===== config.mk =====
export PLATFORM = sky130hd
export DESIGN_NAME = ir_decode_stage
export DESIGN_NICKNAME = d
export VERILOG_FILES = /design/src/rtl/ir_decode_stage.sv
export SDC_FILE = /design/constraint.sdc
export NUM_CORES = 1
export LEC_CHECK = 0
export ABC_AREA = 0
export CORE_MARGIN = 3
export CORE_UTILIZATION = 47
export CTS_BUF_LIST = sky130_fd_sc_hd__clkbuf_4
export DETAILED_ROUTE_END_ITERATION = 7
export GPL_ROUTABILITY_DRIVEN = 1
export PLACE_DENSITY = 0.87
export SLEW_MARGIN = 20
export SYNTH_ARGS = -nofsm -noshare
export SYNTH_HDL_FRONTEND = slang
export SYNTH_SLANG_ARGS = --single-unit

===== constraint.sdc =====
create_clock -name clk -period 8.1 [get_ports clk]
set_input_delay 0.81 -clock clk [delete_from_list [all_inputs] [get_ports clk]]
set_output_delay 0.81 -clock clk [all_outputs]
set_load 0.02 [all_outputs]

===== src/rtl/ir_decode_stage.sv =====
// RV32I decode stage: decodes fields/format/immediate on push into a BUF_DEPTH-entry FIFO.
// Optional illegal-encoding check is enabled by defining IR_DECODE_ILLEGAL_CHK_EN.
module ir_decode_stage #(
  parameter int PC_WIDTH  = 32,
  parameter int BUF_DEPTH = 2
) (
  input  logic                         clk,
  input  logic                         rst_n,
  input  logic                         flush,
  input  logic                         in_valid,
  output logic                         in_ready,
  input  logic [31:0]                  in_ir,
  input  logic [PC_WIDTH-1:0]          in_pc,
  output logic                         out_valid,
  input  logic                         out_ready,
  output logic [PC_WIDTH-1:0]          out_pc,
  output logic [6:0]                   opcode,
  output logic [4:0]                   rd,
  output logic [2:0]                   funct3,
  output logic [4:0]                   rs1,
  output logic [4:0]                   rs2,
  output logic [6:0]                   funct7,
  output logic [2:0]                   fmt,
  output logic [31:0]                  imm,
  output logic                         illegal,
  output logic [$clog2(BUF_DEPTH):0]   count
);

  localparam int PTR_W = (BUF_DEPTH > 1) ? $clog2(BUF_DEPTH) : 1;
  localparam int CNT_W = $clog2(BUF_DEPTH) + 1;

  typedef enum logic [2:0] {
    FMT_R = 3'd0,
    FMT_I = 3'd1,
    FMT_S = 3'd2,
    FMT_B = 3'd3,
    FMT_U = 3'd4,
    FMT_J = 3'd5,
    FMT_X = 3'd7
  } fmt_e;

  logic [PTR_W-1:0] wr_ptr, rd_ptr;
  logic             push, pop;

  logic [31:0]         mem_ir  [BUF_DEPTH];
  logic [PC_WIDTH-1:0] mem_pc  [BUF_DEPTH];
  logic [2:0]          mem_fmt [BUF_DEPTH];
  logic [31:0]         mem_imm [BUF_DEPTH];

  logic [6:0]  d_op;
  fmt_e        d_fmt;
  logic [31:0] d_imm;
  logic [31:0] head_ir;

  assign d_op = in_ir[6:0];

  always_comb begin
    d_fmt = FMT_X;
    case (d_op)
      7'b0110011:                                           d_fmt = FMT_R;
      7'b0010011, 7'b0000011, 7'b1100111, 7'b1110011,
      7'b0001111:                                           d_fmt = FMT_I;
      7'b0100011:                                           d_fmt = FMT_S;
      7'b1100011:                                           d_fmt = FMT_B;
      7'b0110111, 7'b0010111:                               d_fmt = FMT_U;
      7'b1101111:                                           d_fmt = FMT_J;
      default:                                              d_fmt = FMT_X;
    endcase
  end

  always_comb begin
    d_imm = '0;
    case (d_fmt)
      FMT_I:   d_imm = {{20{in_ir[31]}}, in_ir[31:20]};
      FMT_S:   d_imm = {{20{in_ir[31]}}, in_ir[31:25], in_ir[11:7]};
      FMT_B:   d_imm = {{19{in_ir[31]}}, in_ir[31], in_ir[7], in_ir[30:25], in_ir[11:8], 1'b0};
      FMT_U:   d_imm = {in_ir[31:12], 12'b0};
      FMT_J:   d_imm = {{11{in_ir[31]}}, in_ir[31], in_ir[19:12], in_ir[20], in_ir[30:21], 1'b0};
      default: d_imm = '0;
    endcase
  end

  assign in_ready  = (count != CNT_W'(BUF_DEPTH));
  assign out_valid = (count != '0);
  assign push      = in_valid && in_ready && !flush;
  assign pop       = out_valid && out_ready && !flush;

  // Explicit wrap keeps BUF_DEPTH==1 correct; identical to natural wrap for other powers of two.
  function automatic logic [PTR_W-1:0] ptr_inc(input logic [PTR_W-1:0] p);
    return (p == PTR_W'(BUF_DEPTH - 1)) ? '0 : p + PTR_W'(1);
  endfunction

  always_ff @(posedge clk or negedge rst_n) begin
    if (!rst_n) begin
      wr_ptr <= '0;
      rd_ptr <= '0;
      count  <= '0;
    end else if (flush) begin
      wr_ptr <= '0;
      rd_ptr <= '0;
      count  <= '0;
    end else begin
      if (push) wr_ptr <= ptr_inc(wr_ptr);
      if (pop)  rd_ptr <= ptr_inc(rd_ptr);
      case ({push, pop})
        2'b10:   count <= count + CNT_W'(1);
        2'b01:   count <= count - CNT_W'(1);
        default: count <= count;
      endcase
    end
  end

  always_ff @(posedge clk) begin
    if (push) begin
      mem_ir[wr_ptr]  <= in_ir;
      mem_pc[wr_ptr]  <= in_pc;
      mem_fmt[wr_ptr] <= d_fmt;
      mem_imm[wr_ptr] <= d_imm;
    end
  end

  assign head_ir = mem_ir[rd_ptr];
  assign out_pc  = mem_pc[rd_ptr];
  assign opcode  = head_ir[6:0];
  assign rd      = head_ir[11:7];
  assign funct3  = head_ir[14:12];
  assign rs1     = head_ir[19:15];
  assign rs2     = head_ir[24:20];
  assign funct7  = head_ir[31:25];
  assign fmt     = mem_fmt[rd_ptr];
  assign imm     = mem_imm[rd_ptr];

`ifdef IR_DECODE_ILLEGAL_CHK_EN
  logic       mem_ill [BUF_DEPTH];
  logic       d_ill;
  logic [2:0] d_f3;
  logic [6:0] d_f7;

  assign d_f3 = in_ir[14:12];
  assign d_f7 = in_ir[31:25];

  always_comb begin
    d_ill = (d_op[1:0] != 2'b11) || (d_fmt == FMT_X);
    case (d_op)
      7'b0110011: begin
        if (d_f7 != 7'b0000000 && d_f7 != 7'b0100000) d_ill = 1'b1;
        else if (d_f7 == 7'b0100000 && d_f3 != 3'b000 && d_f3 != 3'b101) d_ill = 1'b1;
      end
      7'b0000011: if (d_f3 == 3'b011 || d_f3 == 3'b110 || d_f3 == 3'b111) d_ill = 1'b1;
      7'b0100011: if (d_f3 >= 3'b011) d_ill = 1'b1;
      7'b1100011: if (d_f3 == 3'b010 || d_f3 == 3'b011) d_ill = 1'b1;
      7'b1100111: if (d_f3 != 3'b000) d_ill = 1'b1;
      7'b0010011: begin
        if (d_f3 == 3'b001 && d_f7 != 7'b0000000) d_ill = 1'b1;
        else if (d_f3 == 3'b101 && d_f7 != 7'b0000000 && d_f7 != 7'b0100000) d_ill = 1'b1;
      end
      default: ;
    endcase
  end

  always_ff @(posedge clk) begin
    if (push) mem_ill[wr_ptr] <= d_ill;
  end

  assign illegal = mem_ill[rd_ptr];
`else
  assign illegal = 1'b0;
`endif

endmodule


== After elaboration in Yosys (flattened, before gate mapping) ==
Memories as Yosys holds them, arrays and structs flattened.
Cells that the tools add are included.
Word-level totals
  bits in registers: 4
  memory bits (writable): 198
  input port bits: 69
  memories kept: 4
Operators by class
  add/subtract/negate cells: 4
  equality and inequality tests: 19
  muxes and demuxes: 12
  reduce and logical (&&, ||, !) cells: 11
Memories
  mem_imm: depth 2, bits a word 32, read ports 1, clocked after memory_dff 0, wr ports 1, RTL line 48  | logic [31:0] mem_imm [BUF_DEPTH];
  mem_ir: depth 2, bits a word 32, read ports 1, clocked after memory_dff 0, wr ports 1, RTL line 45  | logic [31:0] mem_ir [BUF_DEPTH];
  mem_pc: depth 2, bits a word 32, read ports 1, clocked after memory_dff 0, wr ports 1, RTL line 46  | logic [PC_WIDTH-1:0] mem_pc [BUF_DEPTH];
  mem_fmt: depth 2, bits a word 3, read ports 1, clocked after memory_dff 0, wr ports 1, RTL line 47  | logic [2:0] mem_fmt [BUF_DEPTH];
Operators with widths (number)
  $pmux 32 s5: 1
  $eq 7x7->1 const B: 4
  $eq 7x6->1 const B: 3
  $pmux 3 s6: 1
  $eq 7x5->1 const B: 2
  $mux 1: 8
  $eq 7x2->1 const B: 1
  $eq 7x4->1 const B: 1
  $eq 3x2->1 const B: 2
  $eq 3x3->1 const B: 2
  $reduce_bool 2->1: 3
  $reduce_or 5->1: 1
  $logic_and 1x1->1: 4
  $pmux 2 s2: 1
  $eq 3x1->1 const B: 1
  $reduce_bool 3->1: 1
  $add 1x1->1 const B: 2
  $add 2x1->2 const B: 1
  $eq 2x1->1 const B: 1
  $eq 2x2->1 const B: 1
  $mux 2: 1
  $ne 2x2->1 const B: 1
  $reduce_or 2->1: 1
  $sub 2x1->2 const B: 1
  $logic_not 1->1: 1

== Longest topological paths before layout ==
Gate-level depths: netlist of the first run.
  depth in word-level cells: 6
  depth in mapped cells: 6
  depth with buffers taken out: 5

== Least setup slack after synthesis of the first run ==
No wires, ideal clock.
  path type: reg2reg
  start: register count[0]
  end: memory mem_fmt[1][0], enable pin
  setup time: 0.698 ns
  arrival: 8.171 ns
  required time: 7.402 ns
  slack: -0.769 ns
  cell stages (with the launch flop): 4
  buffers on the path: 0
  cells stage by stage: dfrtp_1 > nand2b_1 > nand2_1 > nor3b_1
On the way
  cells in the longest elaborated chain, start to end: 5
RTL lines
  from (decl): RTL line 26  | output logic [$clog2(BUF_DEPTH):0] count
  from (signal assigned): RTL line 106  | 2'b10: count <= count + CNT_W'(1);
  from (signal assigned): RTL line 107  | 2'b01: count <= count - CNT_W'(1);
  from (signal assigned): RTL line 108  | default: count <= count;
  $ne 2x2->1: RTL line 83  | assign in_ready = (count != CNT_W'(BUF_DEPTH));
  net in_ready: RTL line 11  | output logic in_ready,
  $logic_and 1x1->1 (2 in a row): RTL line 85  | assign push = in_valid && in_ready && !flush;
  $mux 1: RTL line 114  | if (push) begin
  $mux 1 (not written as such): RTL line 117  | mem_fmt[wr_ptr] <= d_fmt;
  to (decl): RTL line 47
The timed path passes the listed nets, and every way through them passes these cells.

== Final worst setup path of the first run ==
  start: register rd_ptr
  end: output port imm[1]
On the way
  cells in the longest elaborated chain, start to end: 1
RTL lines
  from (decl): RTL line 42  | logic [PTR_W-1:0] wr_ptr, rd_ptr;
  from (signal assigned): RTL line 104  | if (pop) rd_ptr <= ptr_inc(rd_ptr);
  $mem_v2 2x32
  to (decl): RTL line 24  | output logic [31:0] imm,
No other way between the ends.

==> results of run 1 <==
where the power goes:
| part | leakage, uW | internal [uW] | switching (uW) |
|---|---|---|---|
| clock network | 0.000412 | 481 | 383 |
| registers | 0.00183 | 1200 | 16.5 |
| logic | 0.00140 | 162 | 164 |
| total | 0.00364 | 1840 | 563 |
worst register-to-register path: stages (launching register included):
cell and delay, ps:
dfrtp_1 420, nand2b_1 190, nand2_1 180, nor3b_4 220
buf_4 510, buf_4 730
cells in the final DEF, fill, tap and decap left out, types with 2 or more instances in the layout:
cell               n
clkbuf_4          80
mux2_2            99
nor3b_1            2
inv_2              2
nand2b_1           3
xor2_1             2
inv_1              3
nor2_1             7
o21ai_1           10
buf_4              6
o21a_1             2
a22o_1             4
a21oi_1            5
and2_1             8
clkinv_2           3
clkdlybuf4s50_1  171
clkinv_1           9
o31ai_1            2
nand2_1           21
a22oi_1            2
nor2b_1            2
edfxtp_1         198
a21o_1            12
o21ai_0            2
nand3_1            2
a21oi_2            5
dfrtp_1            3
cell type report:
cell class                      instances  area [um^2]  share of cell area (%)
Timing Repair Buffer                  177         1760                    16.5
Clock inverter                         14         82.6                   0.776
Multi-Input combinational cell        215         1870                    17.5
Inverter                                4         15.0                   0.141
Clock buffer                           80          601                    5.64
Sequential cell                       202         6050                    56.8
Tap cell                              220          275                    2.59
how the worst min path moves through the flow:
stage	cells past startpoint	startpoint	endpoint	slack, ps
6_report	1	rst_n	rd_ptr	400
5_1_grt	1	rst_n	rd_ptr	330
4_1_cts	1	rst_n	rd_ptr	340
3_5_place_dp	2	wr_ptr	wr_ptr	620
3_3_place_gp	2	count[0]	count[1]	580
2_1_floorplan	0	rst_n	count[0]	510
cells by family (layout without fill, tap and decap cells):
kind of cell | Yosys count | after routing | share of synthesized area [%]
AO/OA/AOI/OAI | 54 | 54 | 4.78
flip-flops | 202 | 202 | 75.3
XOR/XNOR | 3 | 3 | 0.327
AND/OR/NAND/NOR | 57 | 57 | 3.80
buffers and inverters | 24 | 275 | 1.75
other | 1 | 1 | 0.0467
multiplexers | 100 | 100 | 14.0
through the flow:
stage	setup WS [ps]	utilization, %
after global placement	4700	59.9
after CTS	4010	64.0
after detailed placement	4630	59.9
final	4090	64.0
after floorplan	2730	-
after global routing	3910	64.0
per-layer routing:
metal,wire (um),vias to the layer above
li1,-,2177
met1,6780,2284
met2,8270,186
met3,952,37
met4,409,0
met5,0,-
sequential cells by signal, summed over array words and instances, names as in the netlist:
signal and cells:
mem_imm 64, mem_ir 64, mem_fmt 6, count 2
wr_ptr 1, rd_ptr 1, mem_pc 64
==> run metrics, run 1 <==
max-slew violation count=0; CTS clock-pin slew for the worst setup and hold paths=60 ps; Wirelength per Cell=18.0 um; outcome=complete, no violations; hold_ws=405 ps; root buf cell=clkbuf_4; R2R depth=5; Unique masters post-synth=49; CTS tree=yes; Port Buffer Count=171; final net count=720; placed instance count=818; Max VDD drop=143 uV; unrepaired setup endpoints after global routing=no; Routed WL=16400 um; initial antenna violation count=0; Critical Path End=imm[1]; pin count of the biggest net entering global routing=69; CP max stage cell=buf_4; Post-DRT Antenna Nets=0; busiest grt layer=met2; Cells after Synth=441; CP max stage delay=780 ps; share of post-route cells with drive strength above 1=29.3%; most common cell in the netlist=edfxtp_1; power density over the cells=226 mW/mm^2; Tot Pwr=2400 uW; Placer Congestion=0.775; critical path capture point type=output port; CTS H-tree depth=2; most common flop cell mapped by yosys=edfxtp_1; Syn Nets=510; Synth Cell Area=0.00803 mm^2; first-pass GRT wire length=24800 um; Post-CTS Resized=0; CTS sink cnt=202; crit path max fanout=68; Commonest cells post-synth=edfxtp_1, mux2_2, nand2_1, buf_2, a21o_1; grt total ovfl=0; number of synthesized flops with an enable pin=198; clk buf depth=3; Residual DRC=0; Initial Utilization=48.3%; # IOs=173; Die ar.=0.0187 mm^2; #FFs+latches synth=202; first-pass iteration count of the detailed router=4; R2R setup slack=5430 ps; Critical Path, Cell by Cell=buf_4, mux2_2, clkdlybuf4s50_1; area grow syn2layout=32.6%; Seq/Total Area, Yosys=75.3%; min-delay worst type=in -> async; crit start category=flip-flop; GR Util met2=29.2%; total negative slack=0 ps; final worst-path cycle share=49.5%; CP required=7290 ps; DP Area=0.00996 mm^2; Synth area leaders=edfxtp_1, mux2_2, dfrtp_1; post-route cell area=0.0106 mm^2; asr flop ratio synth=1.98%; chip width=137 um; gr usage total=17.2%; met1 Track Usage GR=20.7%; row count=47; fmax=0.249 GHz; Layout Skew=25.4 ps; Synth Area per Inst=18.2 um^2; # setup viols final=0; Leak=0.00364 uW; Post-CTS Setup Inserts=0; r2r startpoint=count[0]; largest area contributor in the netlist=edfxtp_1; TritonCTS buffer count=51; kind of cell adding the most delay to the critical path=buffers and inverters; Tightest Pin Transition=914 ps; WP data arrival=3200 ps; Finished Layout Cells=912; Stages on worst setup path=3; antenna cells=0; clock latency on the worst-skew pair=630 ps; Slew headroom=39.0%; Final Hold Fails=0; Setup CP Type=reg -> out; Core Area=0.0166 mm^2; Bufs and invs on worst path=2; max cap viols=0; Tmin final=4010 ps; vias in the first global route=4970; Layout fillers=1144; Die H=137 um; detailed placement HPWL=10500 um; initial DRC count=255; Vias=4684; FF-to-FF End=mem_pc[1][21]; Hold Buf Count CTS=0; met3 Resource Use GR=4.74%; Ys Warns=0; Crit. Startpoint=rd_ptr; Via density=5.14; share of the synthesized area in the top cell type=74.0%
(Power assumes the default switching activity.)
==> run 2, diff against run 1 <==
clock period = 3.6 ns   (was 8.1 ns; I/O delays follow)
==> run 2 against run 1 <==
Compared with the run above:
- setup slack got worse by 3600 ps
- sequential cell count is the same
- core utilization grew 0.14 points
- critical endpoint unchanged
- largest cell class unchanged
==> run metrics, run 2 (synthesis results as in run 1) <==
outcome=complete, no violations; most frequent cells in the layout=edfxtp_1, clkdlybuf4s50_1, mux2_2; Slew headroom=46.9%; Layout Skew=11.4 ps; CTS clock-pin slew for the worst setup and hold paths=60 ps; Placer Congestion=0.877; WP data arrival=2710 ps; hold_ws=323 ps; Final Hold Fails=0; Die H=137 um; fmax=0.326 GHz; max cap viols=0; Via density=5.22; Die ar.=0.0187 mm^2; hold depth=1; critical path capture point type=output port; Tightest Pin Transition=796 ps; clk buf depth=3; Port Buffer Count=171; clock latency on the worst-skew pair=620 ps; Setup CP Type=reg -> out; CTS sink cnt=202; R2R depth=4; placed instance count=819; initial DRC count=287; Core Area=0.0166 mm^2; power density over the cells=504 mW/mm^2; crit start category=flip-flop; CTS tree=yes; unrepaired setup endpoints after global routing=no; Post-DRT Antenna Nets=0; row count=47; Leak=0.00364 uW; total negative slack=0 ps; gr usage total=18.4%; area grow syn2layout=32.9%; CTS H-tree depth=2; final net count=722; Vias=4746; grt total ovfl=0; chip width=137 um; largest registers=mem_imm (64), mem_ir (64), mem_pc (64); min-delay worst type=in -> reg; detailed placement HPWL=11400 um; max-slew violation count=0; Residual DRC=0; Initial Utilization=48.3%; # setup viols final=0; # IOs=173; setup slack at placement=1090 ps; Worst Slack Setup Final=535 ps; final worst-path cycle share=85.1%; initial antenna violation count=0; Max VDD drop=258 uV; most common cell after layout, fill and taps aside=edfxtp_1; Tmin final=3070 ps; TritonCTS buffer count=51; first-pass GRT wire length=26400 um; crit path max fanout=51; share of post-route cells with drive strength above 1=29.9%; Routed WL=17200 um; root buf cell=clkbuf_4; CP required=3240 ps; first-pass iteration count of the detailed router=4; Finished Layout Cells=909; Wirelength per Cell=18.9 um; antenna cells=0; pin count of the biggest net entering global routing=57; vias in the first global route=5119
-- run 2: cell types whose count changed in the layout (fill, tap and decap cells not counted), sizes merged --
cell and delta:
clkinv -4, clkbuf -1, buf +1, dlygate4sd3 +1
-- run 2: path summary, 6_finish.rpt --
kind / start / end / slack [ps]
setup reg to reg: count[0] / mem_imm[1][26] / 1660
hold reg to reg: count[0] / count[1] / 620
max in group asynchronous: rst_n / rd_ptr / 2870
setup / recovery: rd_ptr / imm[1] / 530
hold / removal: in_pc[9] / mem_pc[1][9] / 320
min in group asynchronous: rst_n / rd_ptr / 520
-- run 2: what timing repair did --
item,in CTS,in global routing
setup buffers,0,0
hold buffers,1,0
gates resized for setup,0,0
hold endpoints to repair,4,0
-- run 2: metrics by stage --
| stage | total power (uW) | cell area, um^2 | util, % |
|---|---|---|---|
| after global routing | 5610 | 10700 | 64.1 |
| after CTS | 5460 | 10700 | 64.1 |
| after floorplan | 3160 | 8070 | - |
| final | 5370 | 10700 | 64.1 |
| after detailed placement | 3530 | 10000 | 60.1 |
| after global placement | 3500 | 10000 | 60.1 |
-- run 2: metal layers --
metal	vias up	global-route usage, %	routed length, um
met5	-	0	0
met4	0	7.89	404
met3	35	5.66	1250
met2	195	31.6	8900
met1	2341	21.3	6630
li1	2175	-	-
-- run 2: cell type report --
class,count,area (um^2)
Sequential cell,202,6050
Fill cell,1213,5970
Multi-Input combinational cell,215,1880
Timing Repair Buffer,179,1790
Clock buffer,79,593
Tap cell,220,275
Clock inverter,10,66.3
Inverter,4,15.0
-- run 2: where the power goes --
group	internal (uW)	total (uW)	switching [uW]	leakage, uW
Combinational	368	741	372	0.00141
Sequential	2690	2730	39.0	0.00183
Clock	1060	1900	839	0.000399
-- run 2: worst max-delay path: stages, from the launching register on --
cell and delay [ps]:
dfrtp_4 730, buf_12 330, mux2_2 420, clkdlybuf4s50_1 550
==> run 3, diff against run 2 <==
CORE_MARGIN = 4   (was 3)
TNS_END_PERCENT = 20   (was default)
==> run 3 against run 2 <==
Compared with the run above:
- hold slack got worse by 7.8 ps
- global-route usage fell by 1.2 points
- sequential share of layout area rose by 0.13 points
- clock power fell by 5%
- register-to-register slack barely moved
- count of clock-buffer cells in the layout fell by 12
- critical path depth did not move
- largest cell class unchanged
- highest routed layer unchanged
==> run metrics, run 3 (synthesis results as in run 1) <==
outcome=complete, no violations; NetSw=1270 uW; detailed placement HPWL=11000 um; Finished Layout Cells=911; sequential share of power=52.0%; hold_sp=in_pc[31]; largest registers=mem_imm (64), mem_ir (64), mem_pc (64); CTS H-tree depth=2; r2r startpoint=count[0]; kind of cell adding the most delay to the critical path=buffers and inverters; CP max stage cell=dfrtp_4; chip width=139 um; final net count=722; power density over the cells=495 mW/mm^2; initial DRC count=206; Via density=5.13; Routed WL=16900 um; Placer Congestion=0.796; crit start category=flip-flop; WP data arrival=2860 ps; Power Internal=4010 uW; Gate power share=13.9%; Die H=139 um; Tmin final=3220 ps; Wirelength per Cell=18.5 um; Leak=0.00362 uW; fmax=0.310 GHz; most frequent cells in the layout=edfxtp_1, clkdlybuf4s50_1, mux2_2; clk buf depth=3; grt total ovfl=0; critical path capture point type=output port; placed instance count=819; Port Buffer Count=171; Bufs and invs on worst path=2; clock latency on the worst-skew pair=610 ps; share of post-route cells with drive strength above 1=28.2%; row count=47; max cap viols=0; Slew headroom=38.1%; Switching Share=24.0%; Die ar.=0.0192 mm^2; max-slew violation count=0; Vias=4671; final worst-path cycle share=89.5%; first-pass GRT wire length=26500 um; Tot Pwr=5270 uW; pin count of the biggest net entering global routing=70; CP required=3240 ps; CTS clock-pin slew for the worst setup and hold paths=60 ps; area grow syn2layout=32.6%; Tightest Pin Transition=929 ps; # IOs=173; Core Area=0.0166 mm^2; Initial Utilization=48.3%; Layout fillers=1182; Max VDD drop=327 uV; Critical Path, Cell by Cell=buf_4, mux2_2, clkdlybuf4s50_1; root buf cell=clkbuf_4; initial antenna violation count=0; Residual DRC=0; unrepaired setup endpoints after global routing=no; Clk pwr share=34.2%; # setup viols final=0; Crit. Startpoint=rd_ptr; gr usage total=17.1%; antenna cells=0; CTS sink cnt=202; Layout Skew=18.4 ps; crit path max fanout=51; min-delay worst type=in -> reg; Final Hold Fails=0; Setup CP Type=reg -> out; Post-DRT Antenna Nets=0; CTS tree=yes; vias in the first global route=5096; most common cell after layout, fill and taps aside=edfxtp_1; CP max stage delay=890 ps; TritonCTS buffer count=51; first-pass iteration count of the detailed router=4
-- run 3: power groups by stage --
stage,sequential (uW),clock (uW),combinational [uW]
floorplan,2770,0,392
finish,2740,1800,731
detailed placement,2790,0,731
global route,2750,2020,770
CTS,2740,1870,738
global placement,2780,0,717
-- run 3: area by class of cell --
cell class | instances | area [um^2] | share of cell area (%)
Clock inverter | 24 | 120 | 1.13
Multi-Input combinational cell | 215 | 1880 | 17.7
Clock buffer | 67 | 503 | 4.72
Timing Repair Buffer | 179 | 1800 | 16.9
Sequential cell | 202 | 6050 | 56.8
Tap cell | 220 | 275 | 2.59
Inverter | 4 | 15.0 | 0.141
-- run 3: routing by layer --
metal  global-route usage (%)  wire length, um
met5                        0                0
met2                     30.2             8740
met1                     19.9             6760
met3                     5.45             1010
met4                     5.92              352
-- run 3: worst paths after layout --
kind / endpoint / slack, ps / cells past startpoint
setup / recovery: imm[5] / 380 / 3
hold / removal: mem_pc[0][31] / 320 / 1
setup reg to reg: mem_ir[0][22] / 1650 / 4
hold reg to reg: count[1] / 620 / 2
max in group asynchronous: rd_ptr / 2910 / 2
min in group asynchronous: rd_ptr / 500 / 2
-- run 3: timing repair --
| item | 4_1_cts | 5_1_grt |
|---|---|---|
| hold buffers | 1 | 0 |
| buffers inserted | 0 | 0 |
| resized for setup | 0 | 0 |
| hold endpoints to repair | 4 | 0 |
-- run 3: stage by stage --
step	util [%]	hold slack (ps)	setup TNS, ps	cell area [um^2]	setup WS (ps)
floorplan	-	64.4	-9170	8070	-92.6
CTS	64.0	252	0	10600	298
global route	64.0	255	0	10600	256
detailed placement	60.2	585	0	10000	1020
finish	64.0	315	0	10600	378
global placement	60.2	560	0	10000	1100
